===== src/rtl/alu_arbiter.sv =====
// rtl/alu_arbiter.sv - round-robin arbiter sharing one 8-bit ALU between two requesters
//
// alu: combinational 8-bit ALU.
//   a, b      : operands
//   op        : 000 add, 001 sub, 010 and, 011 or, 100 xor, 101 shl, 110 shr
//               (shift distance is b[2:0]); 111 yields 0
//   result    : 8-bit result
//   zero      : result == 0
//   overflow  : signed overflow for add/sub, 0 otherwise
//
// alu_arbiter: accepts one request at a time from two requesters, runs it
// through the ALU and holds the registered response until consumed.
//   clk, rst_n            : clock, asynchronous active-low reset
//   req_valid/req_ready   : per-requester request handshake (bit i = requester i)
//   req_a*/req_b*/req_op* : requester operands and opcodes
//   rsp_valid/rsp_ready   : response handshake
//   rsp_id                : requester that issued the returned operation
//   rsp_result/zero/overflow/err : registered ALU outputs, err = illegal opcode
//   busy                  : not idle
//   ops_count             : completed responses, saturating

module alu (
  input  logic [7:0] a,
  input  logic [7:0] b,
  input  logic [2:0] op,
  output logic [7:0] result,
  output logic       zero,
  output logic       overflow
);
  always_comb begin
    result   = 8'h00;
    overflow = 1'b0;
    case (op)
      3'b000: begin
        result   = a + b;
        overflow = (a[7] == b[7]) && (result[7] != a[7]);
      end
      3'b001: begin
        result   = a - b;
        overflow = (a[7] != b[7]) && (result[7] != a[7]);
      end
      3'b010:  result = a & b;
      3'b011:  result = a | b;
      3'b100:  result = a ^ b;
      3'b101:  result = a << b[2:0];
      3'b110:  result = a >> b[2:0];
      default: result = 8'h00;
    endcase
  end

  assign zero = (result == 8'h00);
endmodule

module alu_arbiter #(
  parameter int CNT_W = 16
) (
  input  logic             clk,
  input  logic             rst_n,
  input  logic [1:0]       req_valid,
  output logic [1:0]       req_ready,
  input  logic [7:0]       req_a0,
  input  logic [7:0]       req_b0,
  input  logic [2:0]       req_op0,
  input  logic [7:0]       req_a1,
  input  logic [7:0]       req_b1,
  input  logic [2:0]       req_op1,
  output logic             rsp_valid,
  input  logic             rsp_ready,
  output logic             rsp_id,
  output logic [7:0]       rsp_result,
  output logic             rsp_zero,
  output logic             rsp_overflow,
  output logic             rsp_err,
  output logic             busy,
  output logic [CNT_W-1:0] ops_count
);
  typedef enum logic [1:0] {IDLE, EXEC, RESP} state_t;

  state_t     state, state_nx;
  logic       last_served;
  logic       grant;
  logic       accept;
  logic [7:0] op_a, op_b;
  logic [2:0] op_code;
  logic       op_id;
  logic [7:0] alu_result;
  logic       alu_zero, alu_overflow;

  alu u_alu (
    .a        (op_a),
    .b        (op_b),
    .op       (op_code),
    .result   (alu_result),
    .zero     (alu_zero),
    .overflow (alu_overflow)
  );

  // On a tie the requester not served last wins; otherwise whoever is valid.
  always_comb begin
    if (req_valid == 2'b11) grant = ~last_served;
    else                    grant = req_valid[1];
  end

  always_comb begin
    req_ready = 2'b00;
    if (state == IDLE && req_valid[grant]) req_ready[grant] = 1'b1;
  end

  assign accept    = |(req_valid & req_ready);
  assign rsp_valid = (state == RESP);
  assign busy      = (state != IDLE);

  always_ff @(posedge clk or negedge rst_n) begin
    if (!rst_n) state <= IDLE;
    else        state <= state_nx;
  end

  always_comb begin
    state_nx = state;
    case (state)
      IDLE:    if (accept) state_nx = EXEC;
      EXEC:    state_nx = RESP;
      RESP:    if (rsp_ready) state_nx = IDLE;
      default: state_nx = IDLE;
    endcase
  end

  always_ff @(posedge clk or negedge rst_n) begin
    if (!rst_n) begin
      op_a         <= 8'h00;
      op_b         <= 8'h00;
      op_code      <= 3'b000;
      op_id        <= 1'b0;
      rsp_id       <= 1'b0;
      rsp_result   <= 8'h00;
      rsp_zero     <= 1'b0;
      rsp_overflow <= 1'b0;
      rsp_err      <= 1'b0;
      last_served  <= 1'b1;
      ops_count    <= '0;
    end else begin
      if (state == IDLE && accept) begin
        op_a    <= grant ? req_a1  : req_a0;
        op_b    <= grant ? req_b1  : req_b0;
        op_code <= grant ? req_op1 : req_op0;
        op_id   <= grant;
      end
      if (state == EXEC) begin
        rsp_id <= op_id;
        if (op_code == 3'b111) begin
          rsp_result   <= 8'h00;
          rsp_zero     <= 1'b0;
          rsp_overflow <= 1'b0;
          rsp_err      <= 1'b1;
        end else begin
          rsp_result   <= alu_result;
          rsp_zero     <= alu_zero;
          rsp_overflow <= alu_overflow;
          rsp_err      <= 1'b0;
        end
      end
      // Fairness pointer moves on completion, not on accept.
      if (state == RESP && rsp_ready) begin
        last_served <= rsp_id;
        if (ops_count != {CNT_W{1'b1}}) ops_count <= ops_count + 1'b1;
      end
    end
  end
endmodule


===== config.mk =====
export PLATFORM = sky130hd
export DESIGN_NAME = alu_arbiter
export DESIGN_NICKNAME = d
export VERILOG_FILES = /design/src/rtl/alu_arbiter.sv
export SDC_FILE = /design/constraint.sdc
export NUM_CORES = 1
export LEC_CHECK = 0
export ABC_AREA = 0
export BUFFER_PORTS_ARGS = -buffer_cell sky130_fd_sc_hd__buf_2
export CAP_MARGIN = 20
export CORE_UTILIZATION = 55
export CTS_CLUSTER_SIZE = 10
export DETAILED_ROUTE_END_ITERATION = 8
export GPL_TIMING_DRIVEN = 0
export PLACE_DENSITY = 0.8
export SLEW_MARGIN = 20
export SYNTH_ARGS = -nofsm -noshare
export SYNTH_HDL_FRONTEND = slang
export SYNTH_SLANG_ARGS = --single-unit

===== constraint.sdc =====
create_clock -name clk -period 4.65 [get_ports clk]
set_input_delay 0.2325 -clock clk [delete_from_list [all_inputs] [get_ports clk]]
set_output_delay 0.2325 -clock clk [all_outputs]
set_load 0.02 [all_outputs]

Word level (Yosys, flattened, before mapping)
Cells that the tools add are included.
{"block": "totals", "ff_bits": 51, "in_bits": 43, "elab_cells": 72}
{"block": "op_classes", "addsub": 3, "order_cmp": 2, "n_eq_ne": 17, "shift": 2, "muxes": 18, "n_bitwise": 5, "n_reduce_logical": 13}
{"op": "one-hot mux 8 bit (7 select lines)", "n": 1}
{"op": "two-way mux 8 bit", "n": 3}
{"op": "adder 16 x 1 -> 16 bit (second input constant)", "n": 1}
{"op": "!= test 16 bit (second input constant)", "n": 1}
{"op": "== test 3 bit (second input constant)", "n": 4}
{"op": "adder 8 bit", "n": 1}
{"op": "AND 8 bit", "n": 1}
{"op": "zero test 8 bit", "n": 1}
{"op": "bitwise OR 8 bit", "n": 1}
{"op": "left shift 8 x 3 -> 8 bit", "n": 1}
{"op": "right shift 8 x 3 -> 8 bit", "n": 1}
{"op": "subtractor 8 bit", "n": 1}
{"op": "bitwise XOR 8 bit", "n": 1}
{"op": "two-way mux 1 bit", "n": 7}
{"op": "== test 3 x 2 -> 1 bit (second input constant)", "n": 2}
{"op": "logical AND 1 bit", "n": 6}
{"op": "two-way mux 2 bit", "n": 3}
{"op": "one-hot mux 2 bit (3 select lines)", "n": 1}
{"op": "== test 2 bit (second input constant)", "n": 2}
{"op": "AND reduction 2 bit", "n": 2}
{"op": "== test 3 x 1 -> 1 bit (second input constant)", "n": 1}
{"op": "zero test 3 bit", "n": 1}
{"op": "two-way mux 3 bit", "n": 1}
{"op": "!= test 1 bit", "n": 3}
{"op": "other kinds (13)", "n": 13}

Logic depth before layout (Yosys ltp)
{"block": "logic_depth", "word_depth": 11, "depth_mapped": 11}

Cells and area by module
From an unflattened synthesis, not the netlist that was laid out.
{"block": "hier_totals", "cells_unflattened": 408, "hier_area_um2": 3903.7}
{"mod": "alu_arbiter", "instances": 1, "cells_each": 189, "area_each_um2": 2234.6, "seq_area_each_um2": 1277.5}
{"mod": "alu", "instances": 1, "cells_each": 219, "area_each_um2": 1669.1, "seq_area_each_um2": 0.0}

Least setup slack after synthesis
Ideal clock, no wire load.
{"block": "synth_path", "kind": "register to register", "start": "register op_b[2]", "end": "register rsp_zero", "arrival_time_ps": 2490, "t_required_ps": 4558, "setup_slack_ps": 2068, "stages_incl_launch_ff": 12, "n_path_buf": 2, "cell_sequence": "dfrtp_1 > buf_4 > inv_1 > ha_1 > clkbuf_1 > nor2_1 > a2111oi_0 > o32ai_1 > xnor2_1 > a2111oi_4 > nand2_1 > o31ai_2"}
{"block": "synth_between", "elab_chain_len": 4, "word_cells_on_any_way": 10, "cone_classes": "2 x add/sub; 2 x shift; 2 x mux; 3 x bitwise; 1 x reduce/logical"}
{"item": "from (decl)", "line_no": "83", "source": "logic [7:0] op_a, op_b;"}
{"item": "from (signal assigned)", "line_no": "144", "source": "op_b <= grant ? req_b1 : req_b0;"}
{"item": "subtractor 8 bit, or another cell as far along", "line_no": "39", "source": "result = a - b;"}
{"item": "one-hot mux 8 bit (7 select lines) *", "line_no": "33", "source": "case (op)"}
{"item": "zero test 8 bit *", "line_no": "51", "source": "assign zero = (result == 8'h00);"}
{"item": "two-way mux 1 bit *", "line_no": "150", "source": "if (op_code == 3'b111) begin"}
{"item": "to (signal assigned)", "line_no": "157", "source": "rsp_zero <= alu_zero;"}
{"item": "to (decl)", "line_no": "71", "source": "output logic rsp_zero,"}
Every way passes the cells marked *; elsewhere a longest branch is shown, timed or not.
A chain may end at the register's enable or synchronous reset.

Worst setup path in the final report
Ends and elaborated chain as after synthesis.

==> impl_metrics.py <==
metrics = {
    "run_status": {
        "outcome": "finished, final reports clean",
    },
    "timing": {
        "fin_skew_ns": 0.0118,
        "final.setup.tns_ns": 0,
        "setup_viol": 0,
        "fmax_mhz": 321,
        "period_minus_slack_ns": 3.12,
        "timing.final.max_slew_violations": 0,
        "worstMarginPinSlew_ns": 0.792,
        "hold_violations": 0,
        "fin_crit_sh_pct": 67.1,
        "holdWs_ns": 0.136,
        "rsz0062_at_grt": "no",
        "relSlewSlack_pct": 45.8,
    },
    "cells_and_area": {
        "syn2layout_area_growth_pct": 15.2,
        "layout_common_cells": "buf_2 (82), dfrtp_1 (50), inv_1 (44)",
        "layout_commonest_cell": "buf_2",
        "n_fill_cell": 555,
        "nNetsFinal": 561,
        "design_area_sq_um": 4360,
        "antenna_cells": 0,
        "drive_above_1_share_pct": 22.8,
    },
    "setup_path": {
        "required_ns": 4.88,
        "max_stage_delay_ns": 0.74,
        "path_delay_family": "compound AO/OA/AOI/OAI gates",
        "cp_slowest_cell": "a2111oi_0",
        "crit_chain": "buf_4 -> inv_1 -> ha_1 -> clkbuf_1 -> a21oi_1 -> o22ai_1 -> mux2i_1 -> o211ai_1 -> a2111oi_0 -> nand2_1 -> o31ai_2",
        "arrival_ns": 3.35,
        "critPathLaunchType": "register",
        "crit_fanout": 8,
        "cp-end-kind": "register",
        "critical_path_class": "register to register",
        "crit_buf_inv": 3,
    },
    "clocking": {
        "cts_resized": 0,
        "cts_buffer_depth": 2,
        "clock_sink_count": 51,
        "cts-root-buf": "clkbuf_8",
        "clock_latency_ns": 0.31,
        "cts_tree": "built",
        "cts_made_buffers": 5,
        "h-tree-depth": 2,
        "clk_pin_slew_ns": 0.10,
    },
    "global_routing": {
        "grt_pass1_wl_um": 17000,
        "track_usage_pct": 29.9,
        "antenna_found_initial": 0,
        "first_global_vias": 3437,
        "grt_overflow": 0,
        "grt_max_degree": 52,
    },
    "die": {
        "die_area_sq_um": 7210,
        "core_area_sq_um": 6490,
        "fp.dieW_um": 84.9,
        "die_h_um": 84.9,
        "num_rows": 29,
        "ios": 75,
        "start_util_pct": 58.2,
    },
    "power": {
        "p_sw_w": 0.00175,
        "intPower_w": 0.00165,
        "p_per_area_nw_per_um2": 780,
        "peakVddDrop_mv": 0.407,
        "seq_power_share_pct": 24.3,
        "sw_frac_of_total_pct": 51.5,
        "power_frac_comb_pct": 67.8,
        "power.clock.fraction_pct": 7.9,
        "power_leakage_nw": 2.15,
        "fin_total_pwr_w": 0.00340,
    },
    "logic_synthesis": {
        "syn_area_per_cell_sq_um": 9.25,
        "yosysTopAreaCellShare_pct": 33.1,
        "ys.flop_type": "dfrtp_1",
        "synth_area_leaders": "dfrtp_1 (33%), ha_1 (8.3%), a222oi_1 (5.3%)",
        "synth_cells": 409,
        "yosysTopAreaCell": "dfrtp_1",
        "ys_ff_latch": 51,
        "ys_warn_count": 0,
        "syn-num-nets": 479,
        "syn_area_sq_um": 3780,
        "synth_cell_types": 63,
        "seq_area_frac_synth_pct": 33.8,
        "synthArstFlopShare_pct": 100,
        "synth-edff-count": 0,
    },
    "placement": {
        "place_area_sq_um": 4250,
        "gp_congestion": 0.993,
        "dp_hpwl_um": 7780,
        "portBuffers": 74,
    },
    "drt": {
        "drcViolationCount": 0,
        "viasPerCell": 6.25,
        "routed_wl_um": 10200,
        "drtPass1Iterations": 9,
        "antenna_left": 0,
        "post_drt_wl_per_cell_um": 17.9,
        "drt_first_iter_violations": 410,
        "vias": 3554,
    },
    "worst_hold_path": {
        "hold_class": "input pin to register",
    },
    "flow_run": {
        "max-cap-violations": 0,
    },
}
==> what timing repair did <==
| action | CTS | global route |
|---|---|---|
| hold buffers | 0 | 1 |
| endpoints found under the hold margin | 0 | 43 |
| buffers inserted | 0 | 0 |
==> per-layer routing <==
metal  share of wire (%)  GRT usage (%)
met1                  44           43.2
met3                 8.6           6.42
met4                 2.5           10.5
met5                   0              0
met2                  44           44.9
==> cells in the mapped netlist, drive strengths merged, types with 2 or more instances <==
master,count
a31oi,3
o211ai,2
and3,6
o21ai,22
o2bb2ai,2
mux2i,11
nor2,17
dfrtp,50
a222oi,20
o211a,3
o21bai,5
a22oi,3
o32ai,4
nor3,7
fa,2
clkbuf,12
or4,2
o31ai,3
a2111oi,5
a211oi,6
nand3,12
buf,13
o22ai,3
mux4,4
xnor2,19
nor2b,12
mux2,8
ha,25
and2,3
nor3b,3
nand4,6
a21oi,14
nand2b,5
nand2,30
xor2,4
inv,45
==> layout make-up <==
cell class	count	area, sq um	area share, %
sequential	51	1280	29.3
tap	77	96.3	2.21
clock inverter	3	28.8	0.660
multi-input combinational	287	2210	50.7
inverter	46	173	3.96
buffer	25	124	2.84
clock buffer	5	68.8	1.58
timing repair buffer	75	383	8.78
==> state kept, by name, indices dropped and copies added, names as in the netlist <==
signal and count:
op_a 8, rsp_zero 1, op_id 1, state 2, op_b 8, rsp_id 1, ops_count 16, last_served 1
rsp_overflow 1, rsp_result 8, rsp_err 1, op_code 3
==> power groups by stage <==
| stage | logic [W] | registers, W | clock network [W] |
|---|---|---|---|
| after floorplan | 0.00163 | 0.000838 | 0 |
| final | 0.00231 | 0.000827 | 0.000269 |
| after global placement | 0.00220 | 0.000817 | 0 |
| after CTS | 0.00226 | 0.000820 | 0.000278 |
| after global routing | 0.00254 | 0.000850 | 0.000294 |
| after detailed placement | 0.00224 | 0.000826 | 0 |
==> path summary, 6_finish.rpt <==
path                               from      endpoint  slack, ns  depth (start not counted)
max                             op_b[2]      rsp_zero       1.53                         11
min                           rsp_ready      state[1]       0.14                          2
max reg2reg                     op_b[2]      rsp_zero       1.53                         11
min reg2reg                rsp_overflow  rsp_overflow       0.48                          2
max in group asynchronous         rst_n  ops_count[1]       3.72                          2
min in group asynchronous         rst_n       op_a[1]       0.50                          2
==> stage by stage <==
step           instances  worst slack [ns]  utilization [%]
6_report             569              1.53             67.1
5_1_grt              569              1.40             67.1
2_1_floorplan        409              2.07                -
4_1_cts              568              1.58             66.9
3_3_place_gp         560              1.69             65.4
3_5_place_dp         560              1.60             65.4
==> logic make-up (layout without fill, tap and decap cells) <==
| family | count (synthesis) | count (layout) | share of synthesized area, % |
|---|---|---|---|
| AND/OR/NAND/NOR | 109 | 109 | 14.7 |
| AO/OA/AOI/OAI | 105 | 105 | 21.4 |
| buffers and inverters | 71 | 154 | 7.84 |
| flip-flops | 51 | 51 | 33.8 |
| adder cells (fa/ha/maj) | 27 | 27 | 9.33 |
| XOR/XNOR | 23 | 23 | 5.33 |
| multiplexers | 23 | 23 | 7.67 |
Note: power is estimated with default switching activity, not from simulation.
